**src/rtl/qracc_output_packer_if.sv**
```systemverilog
// qracc_output_packer_if: MAC-vector input and write-beat output handshake bundle for qracc_output_packer
//   master: packer side (accepts mac vector, drives write beats)
//   slave : environment side (offers mac vector, accepts write beats)
interface qracc_output_packer_if #(
  parameter int data_width = 256,
  parameter int beat_width = 32,
  parameter int addr_width = 32
);
  logic                  mac_valid;
  logic                  mac_ready;
  logic [data_width-1:0] mac_data;
  logic                  wr_valid;
  logic                  wr_ready;
  logic [beat_width-1:0] wr_data;
  logic [addr_width-1:0] wr_addr;
  modport master (input mac_valid, mac_data, wr_ready, output mac_ready, wr_valid, wr_data, wr_addr);
  modport slave (output mac_valid, mac_data, wr_ready, input mac_ready, wr_valid, wr_data, wr_addr);
endinterface

```
**src/rtl/qracc_output_packer.sv**
```systemverilog
// qracc_output_packer: captures one MAC output vector and writes it as beats to a wrapping buffer region
//   clk, rst_n     : clock, async active-low reset
//   start          : pulse; clears pointer and vector count, aborts the vector in flight
//   base_addr      : region base byte address
//   region_words   : region size in beats, 0 = no wrap
//   bus            : mac vector valid/ready in, write beat valid/ready out
//   busy           : a vector is held and draining
//   vec_count      : vectors fully written since start/reset
module qracc_output_packer #(
  parameter int output_bits     = 8,
  parameter int output_elements = 32,
  parameter int interface_width = 32,
  parameter int addr_width      = 32,
  parameter int cnt_width       = 16
) (
  input  logic                  clk,
  input  logic                  rst_n,
  input  logic                  start,
  input  logic [addr_width-1:0] base_addr,
  input  logic [addr_width-1:0] region_words,
  qracc_output_packer_if.master bus,
  output logic                  busy,
  output logic [cnt_width-1:0]  vec_count
);
  localparam int beats = output_elements * output_bits / interface_width;
  localparam int bpb = interface_width / 8;
  localparam int bw = beats > 1 ? $clog2(beats) : 1;
  typedef enum logic {EMPTY, DRAIN} state_t;
  state_t                                state;
  logic                                  run;
  logic [bw-1:0]                         beat;
  logic [addr_width-1:0]                 ptr;
  logic [beats-1:0][interface_width-1:0] vec;
  logic [addr_width-1:0]                 ptr_inc;
  logic                                  drain;
  // run holds mac_ready low while reset is asserted even though state already reads EMPTY
  always_comb begin
    drain = state == DRAIN;
    ptr_inc = ptr + 1'b1;
    bus.mac_ready = run && !drain && !start;
    bus.wr_valid = drain;
    bus.wr_data = drain ? vec[beat] : '0;
    bus.wr_addr = drain ? base_addr + addr_width'(ptr * addr_width'(bpb)) : '0;
    busy = drain;
  end
  always_ff @(posedge clk or negedge rst_n) begin
    if (!rst_n) begin
      state <= EMPTY;
      run <= 1'b0;
      beat <= '0;
      ptr <= '0;
      vec <= '0;
      vec_count <= '0;
    end else begin
      run <= 1'b1;
      if (start) begin
        state <= EMPTY;
        beat <= '0;
        ptr <= '0;
        vec_count <= '0;
      end else if (!drain) begin
        if (bus.mac_valid && run) begin
          vec <= bus.mac_data;
          beat <= '0;
          state <= DRAIN;
        end
      end else if (bus.wr_ready) begin
        beat <= beat + 1'b1;
        ptr <= (region_words != '0 && ptr_inc == region_words) ? '0 : ptr_inc;
        if (beat == bw'(beats - 1)) begin
          vec_count <= vec_count + 1'b1;
          state <= EMPTY;
        end
      end
    end
  end
endmodule

```
**src/flat_wrapper.sv**
```systemverilog
// flat-port wrapper written by rule: the top's interface ports become plain ports
module qracc_output_packer_flat 
#(
  parameter int output_bits     = 8,
  parameter int output_elements = 32,
  parameter int interface_width = 32,
  parameter int addr_width      = 32,
  parameter int cnt_width       = 16
)
  (clk, rst_n, start, base_addr, region_words, busy, vec_count, bus_mac_valid, bus_mac_data, bus_wr_ready, bus_mac_ready, bus_wr_valid, bus_wr_data, bus_wr_addr);
  qracc_output_packer_if #(.data_width(256), .beat_width(32), .addr_width(addr_width)) bus_i ();
  input  logic clk;
  input  logic rst_n;
  input  logic start;
  input  logic [addr_width-1:0] base_addr;
  input  logic [addr_width-1:0] region_words;
  output logic busy;
  output logic [cnt_width-1:0] vec_count;
  input wire logic [$bits(bus_i.mac_valid)-1:0] bus_mac_valid;
  input wire logic [$bits(bus_i.mac_data)-1:0] bus_mac_data;
  input wire logic [$bits(bus_i.wr_ready)-1:0] bus_wr_ready;
  output wire logic [$bits(bus_i.mac_ready)-1:0] bus_mac_ready;
  output wire logic [$bits(bus_i.wr_valid)-1:0] bus_wr_valid;
  output wire logic [$bits(bus_i.wr_data)-1:0] bus_wr_data;
  output wire logic [$bits(bus_i.wr_addr)-1:0] bus_wr_addr;
  assign bus_i.mac_valid = bus_mac_valid;
  assign bus_i.mac_data = bus_mac_data;
  assign bus_i.wr_ready = bus_wr_ready;
  assign bus_mac_ready = bus_i.mac_ready;
  assign bus_wr_valid = bus_i.wr_valid;
  assign bus_wr_data = bus_i.wr_data;
  assign bus_wr_addr = bus_i.wr_addr;
  qracc_output_packer #(.output_bits(output_bits), .output_elements(output_elements), .interface_width(interface_width), .addr_width(addr_width), .cnt_width(cnt_width)) u_core (.clk(clk), .rst_n(rst_n), .start(start), .base_addr(base_addr), .region_words(region_words), .bus(bus_i), .busy(busy), .vec_count(vec_count));
endmodule
```
**config.mk**
```make
export PLATFORM = sky130hd
export DESIGN_NAME = qracc_output_packer_flat
export DESIGN_NICKNAME = d
export VERILOG_FILES = /design/src/rtl/qracc_output_packer_if.sv /design/src/rtl/qracc_output_packer.sv /design/src/flat_wrapper.sv
export SDC_FILE = /design/constraint.sdc
export NUM_CORES = 1
export LEC_CHECK = 0
export CORE_MARGIN = 2
export CORE_UTILIZATION = 30
export CTS_BUF_LIST = sky130_fd_sc_hd__clkbuf_8 sky130_fd_sc_hd__clkbuf_16
export DETAILED_ROUTE_END_ITERATION = 16
export HOLD_SLACK_MARGIN = 0.15
export PLACE_DENSITY = 0.64
export SLEW_MARGIN = 30
export SYNTH_ARGS = -nofsm -noshare
export SYNTH_HDL_FRONTEND = slang
export SYNTH_SLANG_ARGS = --single-unit
```
**constraint.sdc**
```tcl
create_clock -name clk -period 4.01 [get_ports clk]
set_input_delay 0.802 -clock clk [delete_from_list [all_inputs] [get_ports clk]]
set_output_delay 0.802 -clock clk [all_outputs]
set_load 0.02 [all_outputs]
```
==> results of run 1 <==
==> cell usage in the layout, fill, tap and decap left out, drive strengths merged, types with 12 or more instances in the layout <==
master,instances
nor4,15
nor3,25
nand4,21
nor2,122
mux4,64
clkdlybuf4s50,371
clkbuf,48
and2,14
buf,159
a22oi,26
o21ai,45
inv,30
and3,12
nand2,64
nand3,32
xor2,29
dfrtp,309
a21o,18
a21oi,44
mux2,256
ha,33
mux2i,41
xnor2,39
==> Yosys cell counts (all sizes together), types with 3 or more instances <==
| master | instances |
|---|---|
| dfrtp | 309 |
| mux2 | 256 |
| nor2 | 122 |
| mux4 | 64 |
| nand2 | 64 |
| clkbuf | 56 |
| o21ai | 45 |
| a21oi | 44 |
| mux2i | 41 |
| xnor2 | 39 |
| buf | 34 |
| ha | 33 |
| nand3 | 32 |
| xor2 | 29 |
| a22oi | 26 |
| nor3 | 25 |
| inv | 21 |
| nand4 | 21 |
| a21o | 18 |
| nor4 | 15 |
| and2 | 14 |
| and3 | 12 |
| o31ai | 11 |
| or3 | 11 |
| a211oi | 9 |
| nand2b | 8 |
| o21bai | 8 |
| nor2b | 6 |
| and4 | 5 |
| o21a | 5 |
| nor3b | 4 |
| o41ai | 4 |
| a21boi | 3 |
| a221oi | 3 |
| a31o | 3 |
| nand3b | 3 |
| o2111ai | 3 |
| o22ai | 3 |
==> flip-flops by register name (all words and copies together) (netlist names) <==
register and cells:
u_core.vec 256, u_core.ptr 32, u_core.vec_count 16, u_core.beat 3, u_core.bus.wr_valid 1, u_core.run 1
==> final cells by class <==
class                   count  area, sq um
diodes                      6         15.0
clock buffers              45         1020
clock inverters            18          150
fillers                  5314        31900
inverters                  21         78.8
multi-input cells        1012         9270
flip-flops and latches    309         7740
well taps                 756          946
repair buffers            548         5230
==> power by group through the flow <==
| stage | Sequential [mW] | Combinational, mW | Clock (mW) |
|---|---|---|---|
| floorplan | 3.95 | 1.22 | 0 |
| global placement | 4.08 | 1.96 | 0 |
| detailed placement | 4.12 | 2.02 | 0 |
| CTS | 4.06 | 2.06 | 3.38 |
| global route | 4.13 | 2.22 | 3.50 |
| finish | 4.06 | 2.05 | 3.28 |
==> worst paths after layout <==
| path | slack [ns] | to | cells after the start | from |
|---|---|---|---|---|
| worst max-delay path | -0.25 | bus_wr_addr[28] | 11 | base_addr[16] |
| worst min register to register | 0.50 | u_core.vec[221] | 1 | u_core.vec[221] |
| worst max register to register | 0.26 | u_core.ptr[27] | 12 | u_core.ptr[0] |
| max in group asynchronous | 2.74 | u_core.vec[184] | 2 | rst_n |
| min in group clk | 0.50 | u_core.vec[221] | 1 | u_core.vec[221] |
| worst min-delay path | 0.21 | u_core.vec[113] | 1 | rst_n |
==> metal layers <==
layer	share of wire, %	GRT usage [%]
met5	0.30	0
met4	2.2	4.69
met3	8.9	6.90
met2	50	32.4
met1	39	21.5
==> what timing repair did <==
item,in CTS,in global routing
buffers inserted,14,7
gates cloned,0,0
resized for setup,147,35
endpoints found under the setup margin,25,20
pin swaps,37,38
==> logic make-up after synthesis <==
family	synth area share [%]
compound gates	7.68
xor+xnor	3.48
fa+ha+maj	2.53
buf+inv	3.07
flops	45.1
mux	27.6
other cells	0.0219
simple gates	10.5
==> stage by stage <==
step | utilization (%) | hold WS (ns)
floorplan | - | 0.475
global placement | 40.5 | 0.484
detailed placement | 40.5 | 0.490
CTS | 43.2 | 0.212
global route | 43.4 | 0.237
finish | 43.4 | 0.206
==> results.md, run 1 <==
- Drt via density: ~5.0
- WL/cell: around 20 um
- DRT Wirelength: approximately 56000 um
- Antenna Violating Nets Remaining: 0
- Average cell area after synthesis: roughly 12 sq um
- Setup CP Type: in -> out
- Die ar.: 59000 sq um
- Critical Path Max Stage Delay: between 0.4 and 0.5 ns
- Yosys warns: 0
- Clock Tree Buf Depth: 3
- Sequential share of power: 43.3%
- #FFs+latches synth: 309
- Core area: 56400 sq um
- First-pass GRT wire length: approximately 85000 um
- Root Driver: clkbuf_16
- Combinational share of power: 21.8%
- Worst path slowest cell: clkdlybuf4s50_1
- Hold buffer count at CTS: 0
- Cells along the critical path: clkdlybuf4s50_1 > ha_2 > a21oi_2 > o21ai_1 > o41a_1 > a221o_1 > a211oi_4 > o41ai_2 > xnor2_1 > nor2_2 > buf_6
- CP delay by family, top: compound AO/OA/AOI/OAI gates
- Vias: approximately 14000
- Maximum vdd ir drop: approximately 0.36 mV
- Fin nets: between 2000 and 2500
- Max-cap violation count: 0
- Hold Vio Cnt, Final: 0
- Post-route non-filler standard cell count: 2715
- Crit path setup slack, layout: -0.253 ns
- Synth cell types: 73
- Unrepaired setup endpoints after global routing: yes
- Crit path max fanout: 5
- Actual slew at the worst max-slew pin: 0.901 ns
- Setup violations, final: 9
- Startpoint types: input pin
- Port bufs: about 410
- Main synth FF type: dfrtp_1
- Layout Area Growth over Synthesis: 42.8%
- Clk pin slew, worst setup/hold paths: 0.06 ns
- WP data required: 3.21 ns
- EDFF count, synth: 0
- Routability cong.: slightly above 0.9
- Vias in the first global route: between 10000 and 15000
- Peak Freq: roughly 0.23 GHz
- Num CTS Buffers: 36
- Clock skew: between 0.015 and 0.02 ns
- Ys async rst share: 100%
- Pwr/cell area: ~380 nW/um^2
- Type of the worst min-delay path: in -> async
- Die height: 243 um
- Rel. slew slack: about two fifths
- Largest net degree at the start of global routing: roughly 100
- Synth Net Count: between 1500 and 2000
- Initial DRC Count: between 600 and 700
- FP Rows: slightly below 90
- Clock Sinks: just over 300
- CTS tree: built
- Drt pass-1 iters: 5
- Pins Over Slew Limit: 0
- Int Power: 6.92 mW
- Design area: 24500 sq um
- Congestion Overflow GR: 0
- Setup slack at placement: -1.23 ns
- Worst Setup End Kind: primary output
- Worst Path Buf+Inv: 2
- Status: complete, but fails checks
- Die width: around 240 um
- Clock power share: a little over a third
- Overall Global Routing Usage: 18.6%
- Dpl cell area: around 23000 sq um
- Total power: between 9 and 10 mW
- Tmin final: 4.26 ns
- Mapped Cells: between 1000 and 1500
- H-tree depth: 2
- Post-route DRC violation count: 0
- # IOs: 408
- Static leakage: roughly 9.8 nW
- Top-area cell type share of the netlist area: ~45%
- Initial Util: between 30% and 40%
- Initial antenna violation count: 20
- Placed cells: about 2600
- Clk_lat worst skew: between 0.5 and 0.6 ns
- Area leader, netlist: dfrtp_1
- Sequential share of the synthesized area: 45.1%
- Sw frac: between 20% and 30%
- Final period util: 106%
- Share of cells above drive strength 1: between 30% and 40%
- Worst EP arrival: ~3.5 ns
- Post-DP HPWL: around 42000 um
- TNS Setup: -1.70 ns
- Synth Cell Area: 17100 sq um
- Failing checks: negative setup slack
- Psw: 2.46 mW
- Synth top area cells: dfrtp_1 (45%), mux2_2 (17%), mux4_2 (8.4%)
No activity file was read; power rests on OpenSTA's default activity.
==> inputs of run 2 (changes only) <==
Settings changed: GPL_ROUTABILITY_DRIVEN from default to 0.
==> run 2 against run 1 <==
Compared with the run above:
- the run still ends with negative setup slack left
- cell area is 0.33% lower
- clock skew is 0.0032 ns lower
- largest power group unchanged
- register-to-register slack worse by 0.02 ns
- die area stayed put
- first-iteration DRC count is 31% higher
- worst setup slack worse by 0.11 ns
- critical endpoint unchanged
- cell count is 0.15% lower
- clock-buffer cell count is 3 lower
- critical path depth is 2 higher
==> results.md, run 2 (synthesized netlist as in run 1, its figures left out) <==
- H-tree depth: 2 (unchanged)
- Worst Setup End Kind: primary output (unchanged)
- Overall Global Routing Usage: 18.4% (was 18.6%)
- Reg-to-reg endpoint: u_core.ptr[27] (unchanged)
- First-pass GRT wire length: 84600 um (was 85000 um)
- TNS Setup: -1.79 ns (was -1.70 ns)
- Initial Util: 30.4% (unchanged)
- Actual slew at the worst max-slew pin: 0.867 ns (was 0.901 ns)
- Most common cell after layout, fill and taps aside: clkdlybuf4s50_1 (unchanged)
- Post-DP HPWL: 41900 um (was 42100 um)
- Type of the worst min-delay path: in -> async (unchanged)
- Max reg flops: 256 (unchanged)
- Met2 GRT Util: 31.9% (was 32.4%)
- Total power: 9.17 mW (was 9.38 mW)
- Tmin final: 4.37 ns (was 4.26 ns)
- Pwr/cell area: 376 nW/um^2 (was 384 nW/um^2)
- Antenna Violating Nets Remaining: 0 (unchanged)
- DRT Wirelength: 55300 um (was 55500 um)
- Crit path max fanout: 5 (unchanged)
- FF-to-FF Start: u_core.ptr[1] (was u_core.ptr[0])
- Largest regs: u_core.vec x256, u_core.ptr x32, u_core.vec_count x16 (unchanged)
- Max-cap violation count: 0 (unchanged)
- Die ar.: 59000 sq um (unchanged)
- Setup slack, reg-to-reg: 0.24 ns (was 0.26 ns)
- Register name with the most flops: u_core.vec (unchanged)
- Root Driver: clkbuf_16 (unchanged)
- Pins Over Slew Limit: 0 (unchanged)
- Num CTS Buffers: 36 (unchanged)
- Die height: 243 um (unchanged)
- FP Rows: 87 (unchanged)
- Initial antenna violation count: 16 (was 20)
- Static leakage: 9.80 nW (was 9.83 nW)
- Port bufs: 407 (unchanged)
- Status: complete, but fails checks (unchanged)
- Clk_lat worst skew: 0.54 ns (about the same)
- Setup slack at placement: -1.20 ns (was -1.23 ns)
- Vias in the first global route: 14500 (was 14400)
- M3 GR Usage: 6.76% (was 6.90%)
- Clock skew: 0.0165 ns (was 0.0197 ns)
- Met1 Usage GRT: 21.6% (was 21.5%)
- Clock Tree Buf Depth: 3 (unchanged)
- Rel. slew slack: 42.2% (was 39.7%)
- Dpl cell area: 22800 sq um (about the same)
- Initial DRC Count: 917 (was 698)
- Drt via density: 5.02 (was 5.04)
- Final period util: 109% (was 106%)
- Post-route DRC violation count: 0 (unchanged)
- Clock Sinks: 309 (unchanged)
- Startpoint types: input pin (unchanged)
- R2r worst-path depth: 12 (unchanged)
- Worst EP arrival: 3.57 ns (was 3.46 ns)
- Maximum vdd ir drop: 0.396 mV (was 0.356 mV)
- Setup CP Type: in -> out (unchanged)
- WL/cell: 20.4 um (was 20.5 um)
- Share of cells above drive strength 1: 31.4% (was 31.5%)
- Die width: 243 um (unchanged)
- Clk pin slew, worst setup/hold paths: 0.06 ns (about the same)
- Grt peak-use layer: met2 (unchanged)
- Design area: 24400 sq um (was 24500 sq um)
- Peak Freq: 0.229 GHz (was 0.235 GHz)
- Post-route non-filler standard cell count: 2711 (was 2715)
- Hold Vio Cnt, Final: 0 (unchanged)
- CTS tree: built (unchanged)
- Vias: 13600 (was 13700)
- Largest net degree at the start of global routing: 106 (was 102)
- Worst hold slack: 0.341 ns (was 0.206 ns)
- Failing checks: negative setup slack (unchanged)
- Leading cell types in the layout, fill and taps excluded: clkdlybuf4s50_1 (371), dfrtp_1 (306), mux2_2 (256) (unchanged)
- Layout Area Growth over Synthesis: 42.3% (was 42.8%)
- Core area: 56400 sq um (unchanged)
- # IOs: 408 (unchanged)
- Fin nets: 2287 (unchanged)
- WP data required: 3.21 ns (about the same)
- Setup violations, final: 9 (unchanged)
- Crit path setup slack, layout: -0.362 ns (was -0.253 ns)
- Congestion Overflow GR: 0 (unchanged)
- Layout Utilization: 43.2% (was 43.4%)
- Unrepaired setup endpoints after global routing: yes (unchanged)
- Drt pass-1 iters: 6 (was 5)
- Placed cells: 2631 (was 2630)
run 2: critical path, cell delays in order:
cell,delay (ns)
clkdlybuf4s15_1,0.22
ha_4,0.25
buf_4,0.16
a221oi_4,0.31
a31oi_2,0.17
o41a_1,0.38
a221o_1,0.37
a211oi_2,0.24
buf_4,0.18
o41ai_4,0.08
xnor2_1,0.23
nor2_2,0.06
buf_6,0.13
run 2: cell type report:
cell class                 count  area [sq um]
antenna                        3          7.51
clock buffer                  42           983
clock inverter                20           115
fill                        5398         32000
inverter                      21          78.8
multi-input combinational   1012          9290
sequential                   309          7740
tap                          756           946
timing repair buffer         548          5220
run 2: layer usage:
metal / vias up / wire length (um)
met3: 91 / 5060
met4: 22 / 1170
met2: 419 / 27000
met5: - / 126
met1: 6810 / 21900
li1: 6277 / -
run 2: worst max-delay path by stage:
stage | startpoint | endpoint | slack (ns)
2_1_floorplan | base_addr[9] | bus_wr_addr[26] | 0.01
3_3_place_gp | base_addr[2] | bus_wr_addr[29] | -1.16
3_5_place_dp | base_addr[7] | bus_wr_addr[29] | -1.20
4_1_cts | u_core.ptr[0] | bus_wr_addr[28] | -0.44
5_1_grt | base_addr[10] | bus_wr_addr[28] | -0.44
6_report | base_addr[10] | bus_wr_addr[28] | -0.36
run 2: report_power, final:
group,total (mW),internal (mW),switching [mW]
sequential,4.06,3.71,0.348
combinational,2.05,1.27,0.771
clock,3.07,1.75,1.31
total,9.17,6.74,2.43
run 2: repair_timing:
action                                  4_1_cts  5_1_grt
hold buffers                                  0        0
gates resized for setup                     153       30
pin swaps                                    41       33
endpoints found under the setup margin       25       18
setup buffers                                11        6
==> inputs of run 3 (changes only) <==
Settings changed: CELL_PAD_IN_SITES_DETAIL_PLACEMENT from default to 0, CELL_PAD_IN_SITES_GLOBAL_PLACEMENT from default to 1, PLACE_DENSITY 0.64 to 0.75.
==> run 3 against run 2 <==
Compared with the run above:
- the run still ends with negative setup slack left
- sequential share of layout area hardly changed
- register-to-register slack better by 0.08 ns
- core utilization hardly changed
- global-route usage is 0.063 points lower
- maximum frequency is 0.77% higher
- clock power is 1% lower
- combinational power hardly changed
- via count is 1.3% lower
- critical path depth is 1 lower
- routed wire length is 0.98% lower
- die area stayed put
- worst setup slack better by 0.034 ns
==> results.md, run 3 (synthesized netlist as in run 1, its figures left out) <==
- Actual slew at the worst max-slew pin: 0.830 ns (was 0.867 ns)
- Drt via density: 4.96 (was 5.02)
- Design area: 24400 sq um (about the same)
- # fillers: 5374 (was 5398)
- FP Rows: 87 (unchanged)
- Static leakage: 9.83 nW (was 9.80 nW)
- Startpoint types: input pin (unchanged)
- Num CTS Buffers: 36 (unchanged)
- Tmin final: 4.34 ns (was 4.37 ns)
- Psw: 2.43 mW (about the same)
- Type of the worst min-delay path: in -> async (unchanged)
- Die width: 243 um (unchanged)
- Clock Tree Buf Depth: 3 (unchanged)
- Core area: 56400 sq um (unchanged)
- Largest regs: u_core.vec x256, u_core.ptr x32, u_core.vec_count x16 (unchanged)
- CP delay by family, top: compound AO/OA/AOI/OAI gates (unchanged)
- Port bufs: 407 (unchanged)
- Clock power share: 33.2% (was 33.4%)
- Worst Setup End Kind: primary output (unchanged)
- Combinational share of power: 22.5% (was 22.3%)
- Peak Freq: 0.231 GHz (was 0.229 GHz)
- Setup slack, reg-to-reg: 0.32 ns (was 0.24 ns)
- Fin nets: 2289 (was 2287)
- Layout Area Growth over Synthesis: 42.3% (about the same)
- Worst EP arrival: 3.54 ns (was 3.57 ns)
- Dpl cell area: 22800 sq um (about the same)
- Worst hold slack: 0.255 ns (was 0.341 ns)
- Clk pin slew, worst setup/hold paths: 0.06 ns (about the same)
- FF-to-FF Start: u_core.ptr[0] (was u_core.ptr[1])
- Reg-to-reg endpoint: u_core.ptr[27] (unchanged)
- Root Driver: clkbuf_16 (unchanged)
- Post-DP HPWL: 40200 um (was 41900 um)
- Register name with the most flops: u_core.vec (unchanged)
- Most common cell after layout, fill and taps aside: clkdlybuf4s50_1 (unchanged)
- Congestion Overflow GR: 0 (unchanged)
- Share of cells above drive strength 1: 31.0% (was 31.4%)
- Maximum vdd ir drop: 0.300 mV (was 0.396 mV)
- Status: complete, but fails checks (unchanged)
- Sw frac: 26.6% (was 26.5%)
- Initial DRC Count: 738 (was 917)
- Failing checks: negative setup slack (unchanged)
- Largest net degree at the start of global routing: 96 (was 106)
- Pwr/cell area: 375 nW/um^2 (was 376 nW/um^2)
- Most used cell, CP: buf_6 (was buf_4)
- Area of the multi-input gates: 9270 sq um (was 9290 sq um)
- Leading cell types in the layout, fill and taps excluded: clkdlybuf4s50_1 (369), dfrtp_1 (306), mux2_2 (256) (was clkdlybuf4s50_1 (371), dfrtp_1 (306), mux2_2 (256))
- Overall Global Routing Usage: 18.4% (about the same)
- Sequential standard cell area: 7740 sq um (unchanged)
- Final period util: 108% (was 109%)
- WL/cell: 20.2 um (was 20.4 um)
- Drt pass-1 iters: 6 (unchanged)
- Hold Vio Cnt, Final: 0 (unchanged)
- Sequential share of power: 44.4% (was 44.3%)
- Worst Path Buf+Inv: 4 (unchanged)
- Vias in the first global route: 14700 (was 14500)
- First-pass GRT wire length: 84600 um (about the same)
- Number of cells on the critical path: 12 (was 13)
- Hold buffer count at CTS: 0 (unchanged)
- Int Power: 6.71 mW (was 6.74 mW)
- Antenna Violating Nets Remaining: 0 (unchanged)
- WP data required: 3.21 ns (about the same)
- Rel. slew slack: 44.4% (was 42.2%)
- Max reg flops: 256 (unchanged)
- DRT Wirelength: 54700 um (was 55300 um)
- Clock skew: 0.0162 ns (was 0.0165 ns)
- CTS tree: built (unchanged)
- H-tree depth: 2 (unchanged)
- Vias: 13400 (was 13600)
- # IOs: 408 (unchanged)
- Pins Over Slew Limit: 0 (unchanged)
- Crit path setup slack, layout: -0.328 ns (was -0.362 ns)
- Initial Util: 30.4% (unchanged)
- Cells along the critical path: clkdlybuf4s50_1 > ha_2 > a21oi_2 > o21ai_1 > o41a_1 > a221o_1 > buf_6 > a21oi_4 > buf_6 > o31ai_4 > mux2i_1 > buf_4 (was clkdlybuf4s15_1 > ha_4 > buf_4 > a221oi_4 > a31oi_2 > o41a_1 > a221o_1 > a211oi_2 > buf_4 > o41ai_4 > xnor2_1 > nor2_2 > buf_6)
- Initial antenna violation count: 14 (was 16)
- Max-cap violation count: 0 (unchanged)
- Worst path slowest cell: clkdlybuf4s50_1 (was o41a_1)
- Unrepaired setup endpoints after global routing: yes (unchanged)
- Post-route DRC violation count: 0 (unchanged)
- Clk_lat worst skew: 0.54 ns (about the same)
- R2r worst-path depth: 11 (was 12)
- Die ar.: 59000 sq um (unchanged)
- Setup violations, final: 10 (was 9)
- Critical Path Max Stage Delay: 0.48 ns (was 0.38 ns)
- TNS Setup: -1.86 ns (was -1.79 ns)
- Crit path max fanout: 6 (was 5)
- Clock Sinks: 309 (unchanged)
- Setup CP Type: in -> out (unchanged)
- Die height: 243 um (unchanged)
## run 3: cell types whose count changed in the layout (fill, tap and decap cells not counted), sizes merged, moves of 2 or more
cell and delta:
dlymetal6s2s +3, clkbuf -2, clkdlybuf4s50 -2, buf +3
## run 3: through the flow
stage	instances	total power, mW	utilization [%]	setup slack [ns]
global route	2711	9.61	43.2	-0.481
floorplan	1432	5.17	-	0.0137
detailed placement	2626	6.13	40.4	-1.34
global placement	2626	6.03	40.4	-1.37
CTS	2701	9.25	43.0	-0.463
finish	2712	9.14	43.2	-0.328
## run 3: cell type report
cell class | instances | area share, %
inverter | 21 | 0.323
tap | 756 | 3.88
clock buffer | 41 | 3.98
antenna | 3 | 0.0308
sequential | 309 | 31.7
timing repair buffer | 550 | 21.6
multi-input combinational | 1012 | 38.0
clock inverter | 20 | 0.426
## run 3: worst max-delay path by stage
stage	end	slack, ns	startpoint
final	bus_wr_addr[30]	-0.33	base_addr[16]
after global routing	bus_wr_addr[30]	-0.48	u_core.ptr[5]
after CTS	bus_wr_addr[26]	-0.46	u_core.ptr[0]
after detailed placement	bus_wr_addr[28]	-1.34	base_addr[2]
after global placement	bus_wr_addr[26]	-1.37	base_addr[2]
after floorplan	bus_wr_addr[26]	0.01	base_addr[9]
## run 3: routing by layer
| metal | global-route usage, % | part of all wire [%] | vias up |
|---|---|---|---|
| met1 | 21.4 | 39 | 6639 |
| met5 | 0 | 0.23 | - |
| met3 | 6.30 | 8.8 | 88 |
| met4 | 4.73 | 2.3 | 18 |
| li1 | - | - | 6271 |
| met2 | 32.2 | 50 | 431 |
## run 3: power by group through the flow
| stage | Combinational (mW) | Sequential, mW | Clock [mW] |
|---|---|---|---|
| floorplan | 1.22 | 3.95 | 0 |
| detailed placement | 2.02 | 4.11 | 0 |
| finish | 2.05 | 4.06 | 3.03 |
| global route | 2.23 | 4.13 | 3.25 |
| global placement | 1.96 | 4.07 | 0 |
| CTS | 2.06 | 4.06 | 3.13 |
## run 3: timing repair
action / in CTS / in global routing
cloned: 0 / 0
pin swaps: 36 / 26
resized for setup: 149 / 30
buffers inserted: 16 / 9
endpoints found under the setup margin: 25 / 20
hold endpoints to repair: 0 / 0
